===== config.mk =====
export PLATFORM = sky130hd
export DESIGN_NAME = fetch_pc_sequencer_flat
export DESIGN_NICKNAME = d
export VERILOG_FILES = /design/src/rtl/fetch_pc_sequencer_if.sv /design/src/rtl/fetch_pc_sequencer.sv /design/src/flat_wrapper.sv
export SDC_FILE = /design/constraint.sdc
export NUM_CORES = 1
export LEC_CHECK = 0
export BUFFER_PORTS_ARGS = -buffer_cell sky130_fd_sc_hd__buf_2
export CAP_MARGIN = 5
export CORE_ASPECT_RATIO = 0.7
export CORE_MARGIN = 4
export CORE_UTILIZATION = 61
export DETAILED_ROUTE_END_ITERATION = 10
export PLACE_DENSITY = 0.83
export SYNTH_ARGS = -nofsm -noshare
export SYNTH_HDL_FRONTEND = slang
export SYNTH_SLANG_ARGS = --single-unit

===== constraint.sdc =====
create_clock -name clk -period 5.4 [get_ports clk]
set_input_delay 1.08 -clock clk [delete_from_list [all_inputs] [get_ports clk]]
set_output_delay 1.08 -clock clk [all_outputs]
set_load 0.1 [all_outputs]

===== src/rtl/fetch_pc_sequencer_if.sv =====
// fetch_pc_sequencer_if: decode/MEM branch bus and status between the pipeline and the PC sequencer
interface fetch_pc_sequencer_if #(parameter int CNT_W = 16);
    logic             stall;
    logic             branch_decode_sig;
    logic [31:0]      decode_pc;
    logic             prediction;
    logic [31:0]      branch_addr;
    logic             branch_mem_sig;
    logic             actual_branch_decision;
    logic [31:0]      pc_out;
    logic             flush;
    logic             fifo_full;
    logic             overflow_err;
    logic             underflow_err;
    logic [CNT_W-1:0] pred_count;
    logic [CNT_W-1:0] mispred_count;

    modport master (
        output stall, branch_decode_sig, decode_pc, prediction, branch_addr,
               branch_mem_sig, actual_branch_decision,
        input  pc_out, flush, fifo_full, overflow_err, underflow_err, pred_count, mispred_count
    );

    modport slave (
        input  stall, branch_decode_sig, decode_pc, prediction, branch_addr,
               branch_mem_sig, actual_branch_decision,
        output pc_out, flush, fifo_full, overflow_err, underflow_err, pred_count, mispred_count
    );
endinterface


===== src/rtl/fetch_pc_sequencer.sv =====
// fetch_pc_sequencer: owns the fetch PC and tracks unresolved branches for in-order recovery
module fetch_pc_sequencer #(
    parameter logic [31:0] RESET_PC = 32'h0000_0000,
    parameter int          DEPTH    = 4,
    parameter int          CNT_W    = 16
) (
    input logic clk,
    input logic rst_n,
    fetch_pc_sequencer_if.slave bus
);
    localparam int AW = $clog2(DEPTH);

    logic             pred_q   [DEPTH];
    logic [31:0]      target_q [DEPTH];
    logic [31:0]      fall_q   [DEPTH];
    logic [AW-1:0]    rd_ptr, wr_ptr;
    logic [AW:0]      count;
    logic [31:0]      pc;
    logic             flush_q, ovf_q, unf_q;
    logic [CNT_W-1:0] pred_cnt, mispred_cnt;
    logic             empty, full, pop, mispredict, push_req, push;

    // Queue status and the resolve/push decisions for this cycle.
    always_comb begin
        empty      = count == '0;
        full       = count == (AW+1)'(DEPTH);
        pop        = bus.branch_mem_sig & !empty;
        mispredict = pop & (pred_q[rd_ptr] != bus.actual_branch_decision);
        push_req   = bus.branch_decode_sig & !bus.stall & !mispredict;
        push       = push_req & (!full | pop);
    end

    // Entry payload; validity comes from occupancy, so no reset is needed.
    always_ff @(posedge clk) begin
        if (push) begin
            pred_q[wr_ptr]   <= bus.prediction;
            target_q[wr_ptr] <= bus.branch_addr;
            fall_q[wr_ptr]   <= bus.decode_pc + 32'd4;
        end
    end

    // Pointers, occupancy, sticky error flags and saturating statistics.
    always_ff @(posedge clk or negedge rst_n) begin
        if (!rst_n) begin
            rd_ptr      <= '0;
            wr_ptr      <= '0;
            count       <= '0;
            ovf_q       <= 1'b0;
            unf_q       <= 1'b0;
            pred_cnt    <= '0;
            mispred_cnt <= '0;
        end else begin
            if (mispredict) begin
                rd_ptr <= '0;
                wr_ptr <= '0;
                count  <= '0;
            end else begin
                if (push) wr_ptr <= wr_ptr + AW'(1);
                if (pop) rd_ptr <= rd_ptr + AW'(1);
                count <= count + (AW+1)'(push) - (AW+1)'(pop);
            end
            if (push_req & full & !pop) ovf_q <= 1'b1;
            if (bus.branch_mem_sig & empty) unf_q <= 1'b1;
            if (pop & ~&pred_cnt) pred_cnt <= pred_cnt + CNT_W'(1);
            if (mispredict & ~&mispred_cnt) mispred_cnt <= mispred_cnt + CNT_W'(1);
        end
    end

    // Next PC: recovery beats stall, stall beats a taken prediction, else sequential.
    always_ff @(posedge clk or negedge rst_n) begin
        if (!rst_n) begin
            pc      <= RESET_PC;
            flush_q <= 1'b0;
        end else begin
            pc <= mispredict ? (bus.actual_branch_decision ? target_q[rd_ptr] : fall_q[rd_ptr])
                : bus.stall ? pc
                : (push_req & bus.prediction) ? bus.branch_addr
                : pc + 32'd4;
            flush_q <= mispredict;
        end
    end

    assign bus.pc_out        = pc;
    assign bus.flush         = flush_q;
    assign bus.fifo_full     = full;
    assign bus.overflow_err  = ovf_q;
    assign bus.underflow_err = unf_q;
    assign bus.pred_count    = pred_cnt;
    assign bus.mispred_count = mispred_cnt;
endmodule

===== src/flat_wrapper.sv =====
// flat-port wrapper written by rule: the top's interface ports become plain ports
module fetch_pc_sequencer_flat 
#(
    parameter logic [31:0] RESET_PC = 32'h0000_0000,
    parameter int          DEPTH    = 4,
    parameter int          CNT_W    = 16
)
  (clk, rst_n, bus_stall, bus_branch_decode_sig, bus_decode_pc, bus_prediction, bus_branch_addr, bus_branch_mem_sig, bus_actual_branch_decision, bus_pc_out, bus_flush, bus_fifo_full, bus_overflow_err, bus_underflow_err, bus_pred_count, bus_mispred_count);
  fetch_pc_sequencer_if #(.CNT_W(CNT_W)) bus_i ();
  input logic clk;
  input logic rst_n;
  input wire logic [$bits(bus_i.stall)-1:0] bus_stall;
  input wire logic [$bits(bus_i.branch_decode_sig)-1:0] bus_branch_decode_sig;
  input wire logic [$bits(bus_i.decode_pc)-1:0] bus_decode_pc;
  input wire logic [$bits(bus_i.prediction)-1:0] bus_prediction;
  input wire logic [$bits(bus_i.branch_addr)-1:0] bus_branch_addr;
  input wire logic [$bits(bus_i.branch_mem_sig)-1:0] bus_branch_mem_sig;
  input wire logic [$bits(bus_i.actual_branch_decision)-1:0] bus_actual_branch_decision;
  output wire logic [$bits(bus_i.pc_out)-1:0] bus_pc_out;
  output wire logic [$bits(bus_i.flush)-1:0] bus_flush;
  output wire logic [$bits(bus_i.fifo_full)-1:0] bus_fifo_full;
  output wire logic [$bits(bus_i.overflow_err)-1:0] bus_overflow_err;
  output wire logic [$bits(bus_i.underflow_err)-1:0] bus_underflow_err;
  output wire logic [$bits(bus_i.pred_count)-1:0] bus_pred_count;
  output wire logic [$bits(bus_i.mispred_count)-1:0] bus_mispred_count;
  assign bus_i.stall = bus_stall;
  assign bus_i.branch_decode_sig = bus_branch_decode_sig;
  assign bus_i.decode_pc = bus_decode_pc;
  assign bus_i.prediction = bus_prediction;
  assign bus_i.branch_addr = bus_branch_addr;
  assign bus_i.branch_mem_sig = bus_branch_mem_sig;
  assign bus_i.actual_branch_decision = bus_actual_branch_decision;
  assign bus_pc_out = bus_i.pc_out;
  assign bus_flush = bus_i.flush;
  assign bus_fifo_full = bus_i.fifo_full;
  assign bus_overflow_err = bus_i.overflow_err;
  assign bus_underflow_err = bus_i.underflow_err;
  assign bus_pred_count = bus_i.pred_count;
  assign bus_mispred_count = bus_i.mispred_count;
  fetch_pc_sequencer #(.RESET_PC(RESET_PC), .DEPTH(DEPTH), .CNT_W(CNT_W)) u_core (.clk(clk), .rst_n(rst_n), .bus(bus_i));
endmodule

==> impl_results.md, run 1 <==
* Clock tree buffer depth at 3
* First-pass GRT wire length at 50.9 mm
* Hpwl dp at 21.5 mm
* Post-synth EDFFs at 260
* Worst Setup End Kind: flip-flop
* WHS at about 0.45 ns
* Vias in the first global route at 8664
* Crit Path Class: flip-flop to flip-flop
* Postcts setup bufs at 0
* TritonCTS clock tree: built
* CTS clock-pin slew for the worst setup and hold paths at about 0.07 ns
* Die Wd at 193 um
* Power Density at about 530 mW/mm^2
* Count of state elements after synthesis at 334
* Num CTS Buffers at 31
* R2R cell count at 7
* RePlAce Congestion at 0.888
* Reg2reg end: u_core.fall_q[0][14]
* Start of the worst register-to-register path: u_core.rd_ptr[1]
* Worst Hold End: u_core.bus.overflow_err
* Largest net degree at the start of global routing at 75
* Outcome: finished, final reports clean
* Initial antenna violation count at 1
* Placed insts at about 1400
* Clk root buf: clkbuf_16
* Layout Utilization at between 70 and 80%
* Leading area contributor after synthesis: edfxtp_1
* Placed instance area at between 0.015 and 0.02 mm^2
* Worst Hold Class: flip-flop to flip-flop
* Synthesized cell area at 0.0145 mm^2
* Worst path cell trace: buf_4, mux2i_1, mux2_2, o211ai_4, buf_4, and3_2, buf_12
* GRT overflow at 0
* Die Y at between 100 and 150 um
* Worst slew pin tran at between 1 and 1.5 ns
* Worst path max stage delay at around 0.55 ns
* Max Slew Vio Count at 0
* CP delay by family, top: buffers and inverters
* Vias post-DR at between 8000 and 9000
* Min Clock Period, post-route at around 3.8 ns
* Routed Antenna Nets at 0
* Row count at 46
* H-tree levels at 1
* Hold buffer count at CTS at 0
* Fmax at between 200 and 300 MHz
* CP Max Fanout at between 50 and 60
* Fraction of layout cells with a size suffix above 1 at a little over a quarter
* Pleak at slightly below 6 nW
* Arrival @ worst endpoint at 4.05 ns
* Share of the synthesized area in the top cell type at around 54%
* Fin cells at between 1000 and 1500
* Worst EP required at between 5 and 6 ns
* Drt drc at 0
* Mapped Cells at 935
* Peak supply drop at around 0.00054 V
* Top Ports at ~140
* Vias per cell at about 6.4
* Final net count at around 1200
* Fillcell total at ~1500
* Post-synth top flop: edfxtp_1
* Die area at between 0.02 and 0.03 mm^2
* Iter 0 DRT Violations at around 1100
* Area growth syn-to-layout at 13.5%
* Starting Density at 63.2%
* RSZ-0062 raised after global routing: false
* Fin. Hold Viols at 0
* CP max stage cell: dfrtp_2
* Worst hold path cell count at 1
* Synthesis Warnings at 0
* Clk_skew at 0.0157 ns
* Cell repeated most along the worst path: buf_4
* Rel. slew slack at around a quarter
* # resized after CTS at 0
* GRT Util Overall at 25.4%
* Final Cell Area at 0.0165 mm^2
* Clk_lat worst skew at ~0.55 ns
* Buffers plus inverters on the worst setup path at 3
* Avg Synthesized Cell Area at roughly 16 um^2
* Clk sinks at between 300 and 400
* I/O Buffers at about 140
* Yosys cell types at slightly below 60
* Final Setup Violations at 0
* Top post-synthesis cells by area: edfxtp_1 54%, dfrtp_1 13%, mux4_2 9.9%
* Worst Hold Launch: u_core.bus.overflow_err
* Wirelength, routed at ~33 mm
* CORE AREA at 0.0230 mm^2
* Async SR Flop Fraction at 22.2%
* Net count after synthesis at slightly above 1000
* First-pass DRT Iterations at 5
* Fin crit share at a little under three quarters
* Post-synthesis sequential area ratio at approximately 66%
* Setup crit start kind: flip-flop
* Max Cap Viol at 0
* Setup tns final at 0 ns
* Wirelength per Cell at 23.5 um
* Worst R2R Setup Slack at roughly 1.6 ns
flip-flops by register name (all words and copies together) (netlist names), 2 cells and up:
name                      count
u_core.bus.mispred_count     16
u_core.wr_ptr                 2
u_core.pred_q                 4
u_core.fall_q               128
u_core.rd_ptr                 2
u_core.bus.pred_count        16
u_core.target_q             128
u_core.count                  3
u_core.bus.pc_out            32
where the power goes:
part | switching, mW | total (mW) | internal (mW)
logic | 2.27 | 3.17 | 0.899
clock network | 0.923 | 2.08 | 1.16
registers | 0.391 | 3.55 | 3.16
cell type report:
type,instances,area [um^2],area share (%)
flip-flops and latches,334,9660,58.6
clock inverters,18,153,0.925
repair buffers,150,808,4.90
multi-input cells,542,4630,28.1
well taps,312,390,2.37
inverters,12,47.5,0.288
diodes,1,2.50,0.0152
clock buffers,36,805,4.88
per-layer routing:
metal | share of wire (%) | track usage (%)
met5 | 0.039 | 0
met4 | 1.8 | 4.71
met3 | 9.5 | 5.86
met2 | 47 | 39.7
met1 | 42 | 37.7
per-stage QoR:
stage / worst slack, ns / power (mW)
floorplan: 0.754 / 6.02
global placement: 1.58 / 6.69
detailed placement: 1.51 / 6.75
CTS: 1.59 / 8.82
global route: 1.43 / 9.16
finish: 1.55 / 8.80
how the worst max path moves through the flow:
| stage | slack, ns | cells past startpoint | end | start |
|---|---|---|---|---|
| after global routing | 1.43 | 6 | u_core.target_q[1][21] | u_core.rd_ptr[1] |
| after detailed placement | 1.51 | 5 | u_core.target_q[1][4] | bus_actual_branch_decision |
| final | 1.55 | 7 | u_core.fall_q[0][14] | u_core.rd_ptr[1] |
| after global placement | 1.58 | 5 | u_core.target_q[1][4] | bus_stall |
| after CTS | 1.59 | 6 | u_core.fall_q[1][13] | u_core.rd_ptr[1] |
| after floorplan | 0.75 | 5 | u_core.fall_q[0][0] | u_core.count[1] |
layout by cell type (no fill, tap or decap), drive strengths merged, types with 9 or more instances in the layout:
master / instances
nand3: 48
edfxtp: 260
o21ai: 21
a21oi: 33
a31oi: 15
nand2: 53
nor3: 12
xnor2: 52
mux4: 64
and2: 10
and3: 18
ha: 10
inv: 12
nor2: 50
xor2: 18
clkbuf: 36
a211oi: 17
nor2b: 18
nand4: 16
o221ai: 13
dfrtp: 74
clkinv: 13
buf: 150
and4: 9
mux2i: 24
kinds of logic (layout without fill, tap and decap cells):
kind of cell	after synthesis	in the layout	share of synthesized area (%)
compound gates	120	120	5.32
xor+xnor	70	70	4.22
fa+ha+maj	11	11	0.998
buf+inv	59	216	1.83
flops	334	334	66.4
mux	93	93	12.0
other cells	0	1	0
simple gates	248	248	9.24
cell usage after synthesis (all sizes together), types with 17 or more instances:
cell type  number
mux2i          24
o21ai          21
and3           18
nand2          53
a211oi         17
clkbuf         22
dfrtp          74
xor2           18
nor2b          18
edfxtp        260
nor2           50
a21oi          33
mux4           64
buf            25
xnor2          52
nand3          48
worst reg2reg max path, cell delays in order (launching register included):
cell      delay [ns]
dfrtp_2         0.55
buf_4           0.40
mux2i_1         0.37
mux2_2          0.40
o211ai_4        0.36
buf_4           0.50
and3_2          0.51
buf_12          0.33
No activity file was read; power rests on OpenSTA's default activity.
==> run 2: changes to the inputs <==
--- a/config.mk
+++ b/config.mk
@@ -5,13 +5,14 @@
 export SDC_FILE = /design/constraint.sdc
 export NUM_CORES = 1
 export LEC_CHECK = 0
+export ABC_AREA = 1
 export BUFFER_PORTS_ARGS = -buffer_cell sky130_fd_sc_hd__buf_2
 export CAP_MARGIN = 5
 export CORE_ASPECT_RATIO = 0.7
 export CORE_MARGIN = 4
-export CORE_UTILIZATION = 61
+export CORE_UTILIZATION = 54
 export DETAILED_ROUTE_END_ITERATION = 10
-export PLACE_DENSITY = 0.83
+export PLACE_DENSITY = 0.77
 export SYNTH_ARGS = -nofsm -noshare
 export SYNTH_HDL_FRONTEND = slang
 export SYNTH_SLANG_ARGS = --single-unit
==> constraint.sdc (replaced) <==
create_clock -name clk -period 3.2 [get_ports clk]
set_input_delay 0.64 -clock clk [delete_from_list [all_inputs] [get_ports clk]]
set_output_delay 0.64 -clock clk [all_outputs]
set_load 0.1 [all_outputs]
==> run 2 against run 1 <==
Clock skew grew 0.0073 ns. Final cell count grew 58%. Routed wire length grew 26%. Count of clock-buffer cells in the layout shrank 5. Highest routed layer is now met4. Critical endpoint is now u_core.bus.pc_out[16]. Cell area grew 9.5%. Critical path type unchanged. Register-to-register slack lost 0.90 ns. First-iteration DRC count grew 41%. Sequential power grew 68%.
==> impl_results.md, run 2 <==
* Outcome: finished, final reports clean
* Num CTS Buffers at 30
* Post-Route M1 WL at around 18 mm
* Worst slew pin tran at 1.09 ns
* CTS clock-pin slew for the worst setup and hold paths at 0.07 ns
* Commonest non-fill, non-tap cell in the layout: nand2_1
* Worst Hold Class: primary input to async pin
* Placed instance area at roughly 0.017 mm^2
* Worst R2R Setup Slack at 0.66 ns
* Clk_lat worst skew at between 0.5 and 0.6 ns
* Top Ports at 139
* Clock tree buffer depth at 3
* Starting Density at between 50 and 60%
* Post-synth top flop: edfxtp_1
* Wirelength per Cell at 18.8 um
* Setup tns final at 0 ns
* Mapped Cells at 1697
* Placement Setup Slack at about 0.6 ns
* Power Density at 932 mW/mm^2
* Met3 WL at around 3.8 mm
* Die area at around 0.032 mm^2
* Vias post-DR at 12400
* Crit Path Class: flip-flop to flip-flop
* Fin crit share at ~80%
* Top-count cell post-synth: nand2_1
* # resized after CTS at 0
* Routed Antenna Nets at 0
* Fraction of layout cells with a size suffix above 1 at between 10% and 20%
* Vias in the first global route at roughly 12000
* Peak supply drop at approximately 0.00077 V
* Post-synthesis sequential area ratio at about three fifths
* H-tree levels at 1
* First-pass GRT wire length at about 66 mm
* Hpwl dp at around 28 mm
* Tot Pwr at approximately 17 mW
* Drt drc at 0
* Iter 0 DRT Violations at 1550
* I/O Buffers at 138
* GRT overflow at 0
* Worst EP required at approximately 3.7 ns
* Clk_skew at between 0.02 and 0.025 ns
* Most frequent cells in the layout: 485 x nand2_1, 260 x edfxtp_1, 223 x nor2_1
* Final net count at ~1900
* Fin. Hold Viols at 0
* Leading area contributor after synthesis: edfxtp_1
* Clk root buf: clkbuf_16
* Synth top cells by count: 485 x nand2_1, 260 x edfxtp_1, 227 x nor2_1
* Die Wd at 214 um
* Area growth syn-to-layout at 13.0%
* Largest net degree at the start of global routing at 100
* Row count at 52
* Synthesized cell area at around 0.016 mm^2
* Setup crit start kind: flip-flop
* Final Cell Area at roughly 0.018 mm^2
* Wirelength, routed at 41.7 mm
* Max Cap Viol at 0
* TritonCTS clock tree: built
* Arrival @ worst endpoint at 3.00 ns
* Top post-synthesis cells by area: edfxtp_1 49%, dfrtp_1 12%, nand2_1 11%
* Share of the synthesized area in the top cell type at roughly 49%
* Final WS setup at approximately 0.66 ns
* Async SR Flop Fraction at about 22%
* Net count after synthesis at 1779
* Count of state elements after synthesis at 334
* Initial antenna violation count at 3
* Min Clock Period, post-route at ~2.5 ns
* RSZ-0062 raised after global routing: false
* Routed met2 length at roughly 18 mm
* Uppermost layer routed: met4
* Fmax at ~390 MHz
* Worst Setup End Kind: flip-flop
* Max Slew Vio Count at 0
* Avg Synthesized Cell Area at 9.42 um^2
* CP Max Fanout at 31
* First-pass DRT Iterations at 6
* Pleak at ~7.4 nW
* Final Setup Violations at 0
* RePlAce Congestion at approximately 1.0
* CORE AREA at 0.0290 mm^2
* Post-synth EDFFs at 260
* Synthesis Warnings at 0
* Clk sinks at approximately 330
* Die Y at between 150 and 200 um
* GRT Util Overall at between 20% and 30%
* Rel. slew slack at a little over a quarter
* Vias per cell at roughly 5.6
* Postcts setup bufs at 0
* Yosys cell types at 40
* Fillcell total at about 2400
* Hold buffer count at CTS at 0
-- run 2: cell types whose count changed in the layout (fill, tap and decap cells not counted), sizes merged, moves of 31 or more --
| cell | before | now |
|---|---|---|
| a21oi | 33 | 2 |
| inv | 12 | 118 |
| mux4 | 64 | 0 |
| nand2 | 53 | 486 |
| nand3 | 48 | 144 |
| nor2 | 50 | 228 |
| o21ai | 21 | 132 |
| xor2 | 18 | 49 |
-- run 2: metal layers --
metal  global-route usage, %  up-vias
li1                        -     5904
met1                    38.7     5881
met2                    37.7      583
met3                    4.76       76
met4                    7.40        0
met5                       0        -
-- run 2: report_power, final --
group	internal, mW	switching, mW
Sequential	5.35	0.618
Clock	2.12	1.61
Combinational	1.59	5.56
-- run 2: cell type report --
cell class | instances | area [um^2] | area share [%]
Antenna cell | 3 | 7.51 | 0.0416
Tap cell | 378 | 473 | 2.62
Clock inverter | 23 | 253 | 1.40
Multi-Input combinational cell | 1171 | 5560 | 30.8
Timing Repair Buffer | 159 | 901 | 4.99
Inverter | 118 | 447 | 2.47
Clock buffer | 31 | 754 | 4.18
Sequential cell | 334 | 9660 | 53.5
-- run 2: critical path: stages, from the launching register on --
cell and delay (ns):
dfrtp_4 0.51, clkinv_2 0.08, nand2_1 0.05, nand3_1 0.09, nand3_1 0.12, nand3_4 0.10, buf_4 0.36, nand3_2 0.65
nand2_1 0.26, nand3_1 0.09, nand2_1 0.07, nand2_1 0.04
-- run 2: logic make-up after synthesis --
group / after synthesis / synth area share [%]
AND/OR/NAND/NOR: 927 / 24.1
flip-flops: 334 / 60.4
buffers and inverters: 192 / 4.99
AO/OA/AOI/OAI: 158 / 5.44
XOR/XNOR: 75 / 4.11
adder cells (fa/ha/maj): 11 / 0.908
-- run 2: worst paths after layout --
kind / startpoint / to / cells after the start
min reg2reg: u_core.bus.underflow_err / u_core.bus.underflow_err / 1
max in group asynchronous: rst_n / u_core.bus.pred_count[11] / 2
max: u_core.rd_ptr[0] / u_core.bus.pc_out[16] / 11
min: rst_n / u_core.bus.pred_count[14] / 1
max reg2reg: u_core.rd_ptr[0] / u_core.bus.pc_out[16] / 11
min in group clk: bus_decode_pc[0] / u_core.fall_q[2][0] / 1
-- run 2: through the flow --
step	util (%)	cells	hold slack, ns
5_1_grt	62.2	2217	0.181
6_report	62.2	2217	0.111
3_3_place_gp	58.7	2160	0.455
4_1_cts	62.2	2214	0.126
2_1_floorplan	-	1697	0.344
3_5_place_dp	58.7	2160	0.475
